==> config.mk <==
export PLATFORM = sky130hd
export DESIGN_NAME = button_conditioner
export DESIGN_NICKNAME = d
export VERILOG_FILES = /design/src/rtl/button_pkg.sv /design/src/rtl/debounce_chan.sv /design/src/rtl/button_conditioner.sv
export SDC_FILE = /design/constraint.sdc
export NUM_CORES = 1
export LEC_CHECK = 0
export ABC_AREA = 1
export BUFFER_PORTS_ARGS = -buffer_cell sky130_fd_sc_hd__buf_2
export CORE_MARGIN = 5
export CORE_UTILIZATION = 27
export CTS_BUF_LIST = sky130_fd_sc_hd__clkbuf_4 sky130_fd_sc_hd__clkbuf_8
export DETAILED_ROUTE_END_ITERATION = 7
export PLACE_DENSITY = 0.5
export RECOVER_POWER = 25
export SLEW_MARGIN = 40
export SYNTH_ARGS = -nofsm -noshare
export SYNTH_HDL_FRONTEND = slang
export SYNTH_SLANG_ARGS = --single-unit
==> constraint.sdc <==
create_clock -name CLK -period 1.65 [get_ports CLK]
set_input_delay 0.165 -clock CLK [delete_from_list [all_inputs] [get_ports CLK]]
set_output_delay 0.165 -clock CLK [all_outputs]
set_load 0.02 [all_outputs]
==> src/rtl/button_pkg.sv <==
// Shared defaults for the push-button front end, plus a helper that turns a
// debounce time in milliseconds into a count of sample ticks.
package button_pkg;

  localparam int unsigned CLK_HZ   = 100_000_000;
  localparam int unsigned TICK_DIV = 4096;

  // Whole ticks covering ms milliseconds, never less than one.
  function automatic int unsigned debounce_ticks_from_ms(
    input int unsigned ms,
    input int unsigned clk_hz,
    input int unsigned tick_div
  );
    logic [63:0] ticks;
    ticks = (64'(ms) * 64'(clk_hz)) / (64'(1000) * 64'(tick_div));
    return (ticks == 64'd0) ? 32'd1 : 32'(ticks);
  endfunction

  localparam int unsigned DEBOUNCE_TICKS      = debounce_ticks_from_ms(10, CLK_HZ, TICK_DIV);
  localparam int unsigned CHORD_LOCKOUT_TICKS = 16384;

endpackage

==> src/rtl/debounce_chan.sv <==
// One button channel: two-flop synchroniser, tick-paced debounce counter,
// clean pressed level and single-cycle press/release strobes.
module debounce_chan #(
  parameter int unsigned DEBOUNCE_TICKS = button_pkg::DEBOUNCE_TICKS
) (
  input  logic clk,
  input  logic rst,
  input  logic but_n,
  input  logic tick,
  output logic lvl,
  output logic press,
  output logic rel
);

  localparam int unsigned     CNT_W    = $clog2(DEBOUNCE_TICKS + 1);
  localparam logic [CNT_W-1:0] CNT_LAST = CNT_W'(DEBOUNCE_TICKS - 1);

  logic             sync1_q, sync1_d;
  logic             sync2_q, sync2_d;
  logic [CNT_W-1:0] cnt_q, cnt_d;
  logic             lvl_q, lvl_d;
  logic             press_q, press_d;
  logic             rel_q, rel_d;
  logic             sample;

  // Any cycle that agrees with the current level clears the run of differing ticks.
  always_comb begin
    sync1_d = but_n;
    sync2_d = sync1_q;
    sample  = ~sync2_q;
    cnt_d   = '0;
    lvl_d   = lvl_q;
    press_d = 1'b0;
    rel_d   = 1'b0;
    if (sample != lvl_q) begin
      cnt_d = cnt_q;
      if (tick) begin
        if (cnt_q == CNT_LAST) begin
          cnt_d   = '0;
          lvl_d   = sample;
          press_d = sample;
          rel_d   = ~sample;
        end else begin
          cnt_d = cnt_q + CNT_W'(1);
        end
      end
    end
  end

  always_ff @(posedge clk) begin
    if (rst) begin
      sync1_q <= 1'b1;
      sync2_q <= 1'b1;
      cnt_q   <= '0;
      lvl_q   <= 1'b0;
      press_q <= 1'b0;
      rel_q   <= 1'b0;
    end else begin
      sync1_q <= sync1_d;
      sync2_q <= sync2_d;
      cnt_q   <= cnt_d;
      lvl_q   <= lvl_d;
      press_q <= press_d;
      rel_q   <= rel_d;
    end
  end

  assign lvl   = lvl_q;
  assign press = press_q;
  assign rel   = rel_q;

endmodule

==> src/rtl/button_conditioner.sv <==
// Push-button front end: shared sample-tick prescaler, one debounce channel per
// button, and a rate-limited strobe when every button is held together.
module button_conditioner #(
  parameter int unsigned N_BUT               = 2,
  parameter int unsigned TICK_DIV            = button_pkg::TICK_DIV,
  parameter int unsigned DEBOUNCE_TICKS      = button_pkg::DEBOUNCE_TICKS,
  parameter int unsigned CHORD_LOCKOUT_TICKS = button_pkg::CHORD_LOCKOUT_TICKS
) (
  input  logic             CLK,
  input  logic             RST,
  input  logic [N_BUT-1:0] BUT_N,
  output logic [N_BUT-1:0] BUT_LVL,
  output logic [N_BUT-1:0] BUT_PRESS,
  output logic [N_BUT-1:0] BUT_RELEASE,
  output logic             CHORD,
  output logic             TICK
);

  localparam int unsigned DIV_W  = (TICK_DIV > 2) ? $clog2(TICK_DIV) : 1;
  localparam int unsigned LOCK_W = $clog2(CHORD_LOCKOUT_TICKS + 1);

  logic [DIV_W-1:0]  div_q, div_d;
  logic              tick_q, tick_d;
  logic [LOCK_W-1:0] lock_q, lock_d;
  logic              armed_q, armed_d;
  logic              chord_q, chord_d;
  logic              lock_full;

  // Prescaler: explicit wrap so non-power-of-two dividers work too.
  always_comb begin
    div_d  = div_q + DIV_W'(1);
    tick_d = 1'b0;
    if (div_q == DIV_W'(TICK_DIV - 1)) begin
      div_d  = '0;
      tick_d = 1'b1;
    end
  end

  for (genvar i = 0; i < int'(N_BUT); i++) begin : g_chan
    debounce_chan #(
      .DEBOUNCE_TICKS(DEBOUNCE_TICKS)
    ) u_chan (
      .clk  (CLK),
      .rst  (RST),
      .but_n(BUT_N[i]),
      .tick (tick_q),
      .lvl  (BUT_LVL[i]),
      .press(BUT_PRESS[i]),
      .rel  (BUT_RELEASE[i])
    );
  end

  // Chord fires once per full hold; re-arming needs a full release and an expired lockout.
  always_comb begin
    lock_full = (lock_q == LOCK_W'(CHORD_LOCKOUT_TICKS));
    lock_d    = lock_q;
    armed_d   = armed_q;
    if (tick_q && !lock_full) begin
      lock_d = lock_q + LOCK_W'(1);
    end
    if (BUT_LVL == '0) begin
      armed_d = 1'b1;
    end
    chord_d = (&BUT_LVL) && armed_q && lock_full;
    if (chord_d) begin
      lock_d  = '0;
      armed_d = 1'b0;
    end
  end

  always_ff @(posedge CLK) begin
    if (RST) begin
      div_q   <= '0;
      tick_q  <= 1'b0;
      lock_q  <= '0;
      armed_q <= 1'b1;
      chord_q <= 1'b0;
    end else begin
      div_q   <= div_d;
      tick_q  <= tick_d;
      lock_q  <= lock_d;
      armed_q <= armed_d;
      chord_q <= chord_d;
    end
  end

  assign TICK  = tick_q;
  assign CHORD = chord_q;

endmodule

Word level (Yosys, flattened, before mapping)
Cells that the tools add are included.
- $add $sub $neg: 4
- bitwise logic cells: 7
- eq/ne operators: 6
- multiplexer cells: 5
- reductions and logical operators: 15
- operators by type and width (kind ; number):
    $add A8 B1 Y8 const B ; 2
    $eq A8 B8 Y1 const B ; 2
    $mux W8 ; 2
    $add A15 B1 Y15 const B ; 1
    $eq A15 B15 Y1 const B ; 1
    $add A12 B1 Y12 const B ; 1
    $eq A12 B12 Y1 const B ; 1
    $reduce_or A2 Y1 ; 4
    $reduce_or A4 Y1 ; 2
    $not A1 Y1 ; 7
    $reduce_and A3 Y1 ; 2
    $logic_and A1 B1 Y1 ; 3
    $mux W1 ; 3
    $logic_not A2 Y1 ; 1
    $ne A1 B1 Y1 ; 2
    $reduce_and A2 Y1 ; 1
    $reduce_bool A2 Y1 ; 1
    $logic_not A1 Y1 ; 1
- output and inout port bits: 8
- register bits after elaboration: 56

Logic depth before layout (Yosys ltp)
Gate-level depths: netlist of the first run.
- word-level depth: 4
- gate-level depth with buffers: 12
- depth with buffers taken out: 11

Modules after synthesis
Synthesis of the first run repeated with hierarchy kept, for this count alone.
- cell total of the unflattened synthesis: 393
- area, all modules: 2896.5 µm²
- by module, submodules not included (module ; seq. area each (µm²) ; instances ; area each (µm²) ; cells each):
    button_conditioner ; 600.6 ; 1 ; 1595.3 ; 231
    debounce_chan ; 260.2 ; 2 ; 650.6 ; 81

Worst setup path after synthesis of the first run
OpenSTA, ideal clock, no wires.
- path type: reg-to-reg
- from: register tick_q (netlist: TICK)
- to: register g_chan[0].u_chan.cnt_q[7]
- clock period less this slack: 1.445 ns
- setup time: 0.113 ns
- arrival: 1.333 ns
- data required time: 1.537 ns
- setup slack: 0.205 ns
- cell stages (with the launch flop): 9
- cells stage by stage: dfxtp_1 -> buf_2 -> nand2_1 -> nor2_1 -> nand4_1 -> nand2_1 -> inv_1 -> nand2_1 -> nor2_1
- RTL lines (element ; line ; text):
    from (decl) ; button_conditioner.sv:23 ; logic tick_q, tick_d;
    from (signal assigned) ; button_conditioner.sv:80 ; tick_q <= tick_d;
    to (signal assigned) ; debounce_chan.sv:61 ; cnt_q <= cnt_d;
    to (decl) ; debounce_chan.sv:20 ; logic [CNT_W-1:0] cnt_q, cnt_d;

Worst setup path after layout of the first run
- from: register lock_q[0]
- to: register lock_q[7]
- cells in the longest elaborated chain, start to end: 3
- elaborated cells on any way between the ends: 6
- those cells by class: 1 x add/sub; 1 x eq/ne; 4 x reduce/logical
- RTL lines (element ; line ; text):
    from (decl) ; button_conditioner.sv:24 ; logic [LOCK_W-1:0] lock_q, lock_d;
    from (signal assigned) ; button_conditioner.sv:81 ; lock_q <= lock_d;
    branches (longest 3 deep; another with $add A15 B1 Y15) ; - ;
Several ways; the timed one is not identified.
A chain may end at the register's enable or synchronous reset.

==> metrics.md, run 1 <==
| Metric | Value |
|---|---|
| Number of CTS-inserted buffers | 5 |
| WP data arrival | between 1.5 and 2 ns |
| Via density | 4.21 |
| Pre-antenna DRT Iters | 4 |
| Max_slew headroom | a little under two thirds |
| Reg clk slew, reported paths | 0.11 ns |
| Nature of the critical path endpoint | flop |
| Top-area cell type share of the netlist area | a little over two fifths |
| First-pass GRT wire length | approximately 8600 um |
| Layout Nets | 384 |
| PostCTS Resize Cnt | 0 |
| CTS H-Tree Depth | 2 |
| Share of cells above drive strength 1 | 9.31% |
| IO Port Bufs | 11 |
| Skew final | a little over 0.01 ns |
| Period utilization | 88.8% |
| CP startpoint | lock_q[0] |
| Initial Util | a little over a quarter |
| Via count | 2,143 |
| Worst reg-to-reg setup slack | roughly 0.18 ns |
| Critical Path RT | between 1.5 and 2 ns |
| Global-route usage over all layers | 8.94% |
| RSZ-0062 raised after global routing | no |
| Pwr Density | around 760 mW/mm^2 |
| Synth cell types | 29 |
| Final setup fails | 0 |
| Status | finished, final reports clean |
| Setup bufs post-CTS | 0 |
| Hold crit path type | input port to flop |
| Final Hold Fails | 0 |
| Total Wirelength | just under 5000 um |
| RR Endpoint | lock_q[7] |
| Least-Margin Pin Slew | between 0.5 and 0.6 ns |
| Dpl hpwl | ~3600 um |
| Placer Congestion | 0.771 |
| Largest area contributor in the netlist | dfxtp_1 |
| Synth warnings | 0 |
| Initial antenna violation count | 0 |
| DP Area | roughly 0.0028 sq mm |
| Maximum vdd drop | around 390 uV |
| Core area | ~0.0096 sq mm |
| CTS tree | done |
| Syn avg cell area | just over 7 sq um |
| CP Launch Type | flop |
| DRC | 0 |
| Flops & latches, synth | between 50 and 60 |
| Fmax | between 0.6 and 0.7 GHz |
| Sink Count | 56 |
| Largest net degree at the start of global routing | 21 |
| Pleak | ~1.0 nW |
| Worst reg2reg path depth | 11 |
| Antenna diode count | 0 |
| Setup TNS | 0 ns |
| Reg-to-reg critical path startpoint | lock_q[0] |
| Worst-Skew Late Latency | ~0.32 ns |
| Worst setup path endpoint | lock_q[7] |
| Hold Buf Count CTS | 0 |
| Clock Tree Buf Depth | 2 |
| Die area | around 0.012 sq mm |
| Antenna Nets Post-Route | 0 |
| DR WL/cell | between 9 and 10 um |
| Top Ports | 12 |
| Slew Limit Fails | 0 |
| Root Buffer | clkbuf_8 |
| Vias in the first global route | roughly 2k |
| Final Cell Area | about 0.003 sq mm |
| Crit-path max FO | 13 |
| Starting DRC count in detailed routing | 86 |
| Die width | 109 um |
| Register area share after synthesis | between 40% and 50% |
| Total of max-cap violations | 0 |
| Area of the mapped netlist | about 0.0026 sq mm |
| Syn_nets | ~370 |
| Mapped Cells | between 300 and 400 |
| Layout area overhead | 11.9% |
| Synth area leaders | dfxtp_1 (43%), nand2_1 (12%), nor2_1 (9.5%), inv_1 (4.6%), xor2_1 (4.3%) |
| Die height | 109 um |
| Minimum clock period | about 1.5 ns |
| Total grt overflow | 0 |
| Site Rows | 36 |
| Critical path class | flop to flop |
==> how the worst min path moves through the flow <==
| stage | cells after the start | end | start | slack [ns] |
|---|---|---|---|---|
| after global routing | 2 | g_chan[0].u_chan.sync1_q | BUT_N[0] | 0.008 |
| after CTS | 2 | g_chan[1].u_chan.sync1_q | BUT_N[1] | 0.005 |
| final | 2 | g_chan[0].u_chan.sync1_q | BUT_N[0] | 0.02 |
| after global placement | 2 | g_chan[0].u_chan.sync1_q | BUT_N[0] | 0.35 |
| after detailed placement | 2 | g_chan[1].u_chan.sync1_q | BUT_N[1] | 0.35 |
| after floorplan | 1 | g_chan[0].u_chan.sync1_q | BUT_N[0] | 0.27 |
==> power breakdown <==
part	switching (W)	internal, W
logic	0.0000313	0.0000230
registers	0.00000577	0.00136
clock network	0.000496	0.000322
==> routing by layer <==
metal	global-route usage (%)	share of wire (%)
met3	2.15	2.5
met5	0	0
met4	2.89	1.2
met1	11.1	51
met2	15.2	45
==> final cells by class <==
type	instances	area, sq um
fill	1082	6710
multi-input combinational	262	1320
sequential	56	1120
tap	133	166
inverter	33	129
timing repair buffer	17	97.6
clock buffer	5	68.8
clock inverter	3	28.8
==> state kept, by name (all words and copies together) (netlist names) <==
signal,cells
armed_q,1
CHORD,1
g_chan.u_chan.sync1_q,2
g_chan.u_chan.press,2
g_chan.u_chan.rel,2
g_chan.u_chan.lvl,2
div_q,12
lock_q,15
TICK,1
g_chan.u_chan.cnt_q,16
g_chan.u_chan.sync2_q,2
==> placed cells by master (no fill, tap or decap), types with 2 or more instances in the layout <==
cell / instances
o21ai_0: 4
nand4_1: 9
nand3_1: 20
buf_4: 4
clkbuf_1: 10
a21oi_1: 22
or2_2: 6
nor3b_1: 2
clkbuf_8: 5
xnor2_1: 6
nor4_1: 3
nor3_1: 8
nor2_2: 3
buf_2: 2
inv_1: 32
inv_6: 3
nor2_1: 65
dfxtp_1: 55
nand2_4: 3
xor2_1: 13
nor2_4: 2
nand2_1: 83
ha_1: 4
==> worst max-delay path, cell delays in order, from the launching register on <==
cell     delay (ns)
dfxtp_2        0.35
inv_1          0.08
ha_1           0.14
nand2_1        0.05
inv_1          0.05
nand2_1        0.05
nor2_2         0.15
nand2_4        0.11
nand2_4        0.18
inv_6          0.08
nand2_1        0.07
a21oi_1        0.06
==> logic make-up (layout without fill, tap and decap cells) <==
family                   Yosys count  count (layout)  share of synthesized area (%)
flip-flops                        56              56                           42.8
AND/OR/NAND/NOR                  212             212                           35.6
AO/OA/AOI/OAI                     26              26                           4.97
adder cells (fa/ha/maj)            5               5                           2.39
buffers and inverters             45              58                           7.93
XOR/XNOR                          19              19                           6.35
==> synth_stat cells, drive strengths merged <==
cell type and count:
or2 8, nand3 21, xor2 13, dfxtp 56, nand2 87, buf 10, ha 5, and2 1
a21oi 22, nand3b 1, and3 1, xnor2 6, nor3b 2, nor2 70, nor3 9, inv 33
nor4 3, o21ai 4, clkbuf 2, nand4 9
==> metrics by stage <==
stage | utilization (%) | power (W) | instances | hold slack, ns | worst slack (ns)
CTS | 30.2 | 0.00228 | 509 | 0.00516 | 0.0679
finish | 30.4 | 0.00224 | 509 | 0.0182 | 0.185
floorplan | - | 0.00143 | 363 | 0.269 | 0.205
detailed placement | 29.2 | 0.00145 | 501 | 0.352 | 0.108
global route | 30.4 | 0.00235 | 509 | 0.00835 | 0.00630
global placement | 29.2 | 0.00145 | 501 | 0.349 | 0.109
No activity file was read; power rests on OpenSTA's default activity.
==> run 2, diff against run 1 <==
==> constraint.sdc (replaced) <==
create_clock -name CLK -period 1.65 [get_ports CLK]
set_input_delay 0.2475 -clock CLK [delete_from_list [all_inputs] [get_ports CLK]]
set_output_delay 0.2475 -clock CLK [all_outputs]
set_load 0.02 [all_outputs]
==> metrics.md, run 2 (same netlist as run 1, synthesis figures left out) <==
| Metric | Value |
|---|---|
| Top Ports | 12 (unchanged) |
| CTS tree | done |
| DRC | 0 (unchanged) |
| Layout Nets | 384 (unchanged) |
| Hold crit path type | input port to flop |
| Area of the multi-input gates | 0.00132 sq mm (+0.29%) |
| Dpl hpwl | 3560 um (about the same) |
| Final Non-Filler Cells | 509 (unchanged) |
| First-pass GRT wire length | 8690 um (+0.88%) |
| Max stage delay cell, worst path | dfxtp_2 |
| WHS Endpoint | g_chan[1].u_chan.sync1_q |
| Status | finished, final reports clean |
| Fmax | 0.685 GHz (+0.32%) |
| Final setup fails | 0 (unchanged) |
| Reg-to-reg critical path startpoint | lock_q[0] |
| Crit-path max FO | 11 (-2) |
| Metal-1 WL | 2490 um (+0.53%) |
| Period utilization | 88.5% (-0.29 points) |
| CP Cell Sequence | inv_1 > ha_1 > nand2_1 > inv_1 > nand2_1 > nor2_2 > nand3_1 > nand2_2 > buf_12 > a21oi_1 |
| Crit path largest cell delay | 0.34 ns (about the same) |
| Wire length on met2 | 2170 um (-1.9%) |
| Hold Crit Depth | 2 (unchanged) |
| Sequential Area | 0.00112 sq mm (+0.11%) |
| Largest net degree at the start of global routing | 19 (-9.5%) |
| Antenna diode count | 0 (unchanged) |
| Most frequent cells in the layout | nand2_1 (82), nor2_1 (65), dfxtp_1 (54), inv_1 (32), a21oi_1 (22) |
| Reg clk slew, reported paths | 0.10 ns (about the same) |
| Critical Path RT | 1.85 ns (about the same) |
| Site Rows | 36 (unchanged) |
| Total of max-cap violations | 0 (unchanged) |
| Layout area overhead | 11.7% |
| Final Hold Fails | 0 (unchanged) |
| Via density | 4.24 (+0.65%) |
| Biggest register | g_chan.u_chan.cnt_q |
| Commonest non-fill, non-tap cell in the layout | nand2_1 |
| Antenna Nets Post-Route | 0 (unchanged) |
| RSZ-0062 raised after global routing | no |
| Fillers | 1,076 (-0.55%) |
| WP data arrival | 1.66 ns (-0.02 ns) |
| Slew Limit Fails | 0 (unchanged) |
| Initial antenna violation count | 0 (unchanged) |
| Max FFs per register | 16 (unchanged) |
| Share of cells above drive strength 1 | 10.1% (+0.80 points) |
| Setup TNS | 0 ns (unchanged) |
| Via count | 2,157 (+0.65%) |
| Root Buffer | clkbuf_8 |
| Regs by FF count | g_chan.u_chan.cnt_q: 16 flops, lock_q: 15 flops, div_q: 12 flops |
| Nature of the critical path endpoint | flop |
| CP Launch Type | flop |
| Pwr Density | 747 mW/mm^2 (-2.2%) |
| WL met3 | 140 um (+15%) |
| Die width | 109 um (unchanged) |
| Worst reg2reg path depth | 10 (-1) |
| Worst-Skew Late Latency | 0.31 ns (about the same) |
| CTS H-Tree Depth | 2 (unchanged) |
| Global-route usage over all layers | 8.95% (+0.010 points) |
| Total grt overflow | 0 (unchanged) |
| Die area | 0.0118 sq mm (unchanged) |
| Initial Util | 27.2% (unchanged) |
| Worst reg-to-reg setup slack | 0.19 ns (about the same) |
| Inst Count DP | 500 (-0.20%) |
| Number of CTS-inserted buffers | 5 (unchanged) |
| IO Port Bufs | 11 (unchanged) |
| Hold_sp | BUT_N[1] |
| Vias in the first global route | 2,004 (+0.050%) |
| Max_slew headroom | 64.7% (+1.1 points) |
| Setup bufs post-CTS | 0 (unchanged) |
| RR Endpoint | lock_q[8] |
| Clock Tree Buf Depth | 2 (unchanged) |
| Maximum vdd drop | 299 uV (-24%) |
| Critical path class | flop to flop |
| Hold Buf Count CTS | 0 (unchanged) |
| Total Wirelength | 4850 um (-0.62%) |
| Starting DRC count in detailed routing | 102 (+19%) |
| Skew final | 0.00924 ns (-0.000937 ns) |
| Sink Count | 56 (unchanged) |
| Die height | 109 um (unchanged) |
| Minimum clock period | 1.46 ns (-0.00474 ns) |
| Least-Margin Pin Slew | 0.529 ns (-0.0169 ns) |
| DR top layer | met4 |
| Pre-antenna DRT Iters | 4 (unchanged) |
| Pleak | 1.04 nW (+0.29%) |
| Placer Congestion | 0.770 (-0.23%) |
| Core area | 0.00964 sq mm (unchanged) |
| DR WL/cell | 9.52 um (-0.62%) |
run 2: cell types whose count changed in the layout (fill, tap and decap cells not counted), sizes merged:
cell | before | now
buf | 7 | 8
clkbuf | 15 | 13
clkinv | 0 | 1
clkinvlp | 0 | 1
inv | 36 | 34
nand2 | 87 | 88
run 2: stage by stage:
step	hold slack, ns	power, W	utilization (%)	worst slack (ns)	area, sq um
after floorplan	0.351	0.00143	-	0.205	2620
after global placement	0.390	0.00145	29.1	0.112	2810
after detailed placement	0.398	0.00145	29.1	0.112	2810
after CTS	0.0929	0.00224	30.1	0.0915	2900
after global routing	0.0879	0.00230	30.4	0.00992	2930
final	0.110	0.00219	30.4	0.190	2930
run 2: worst max-delay path, delay by kind of cell (launching register included):
| kind | cells | cell delay, ns |
|---|---|---|
| compound gates | 1 | 0.04 |
| fa+ha+maj | 1 | 0.15 |
| buf+inv | 3 | 0.26 |
| flops | 1 | 0.34 |
| simple gates | 5 | 0.56 |
run 2: layout make-up:
cell class	instances	area share [%]
clock buffers	5	2.35
repair buffers	16	3.25
flip-flops and latches	56	38.4
clock inverters	3	0.727
multi-input cells	263	45.2
well taps	133	5.69
inverters	33	4.40
run 2: report_power, final:
part,switching [W],total (W),internal [W]
Clock,0.000463,0.000765,0.000303
Combinational,0.0000321,0.0000543,0.0000223
Sequential,0.00000568,0.00137,0.00136
Total,0.000500,0.00219,0.00169
run 2: how the worst max path moves through the flow:
stage / from / endpoint / slack, ns / depth (start not counted)
global placement: div_q[0] / div_q[8] / 0.11 / 8
global route: g_chan[0].u_chan.cnt_q[0] / g_chan[0].u_chan.cnt_q[7] / 0.01 / 8
floorplan: TICK / g_chan[0].u_chan.cnt_q[7] / 0.20 / 8
CTS: lock_q[0] / lock_q[8] / 0.09 / 11
detailed placement: lock_q[0] / lock_q[4] / 0.11 / 11
finish: lock_q[0] / lock_q[8] / 0.19 / 10
run 2: layer usage:
layer,up-vias,track usage (%)
met3,4,1.97
met4,0,2.43
met5,-,0
met1,960,11.4
met2,24,15.2
li1,1169,-
run 2: timing repair:
item                                    in CTS  in global routing
endpoints found under the hold margin        0                  0
endpoints found under the setup margin       0                 25
resized for setup                            0                 11
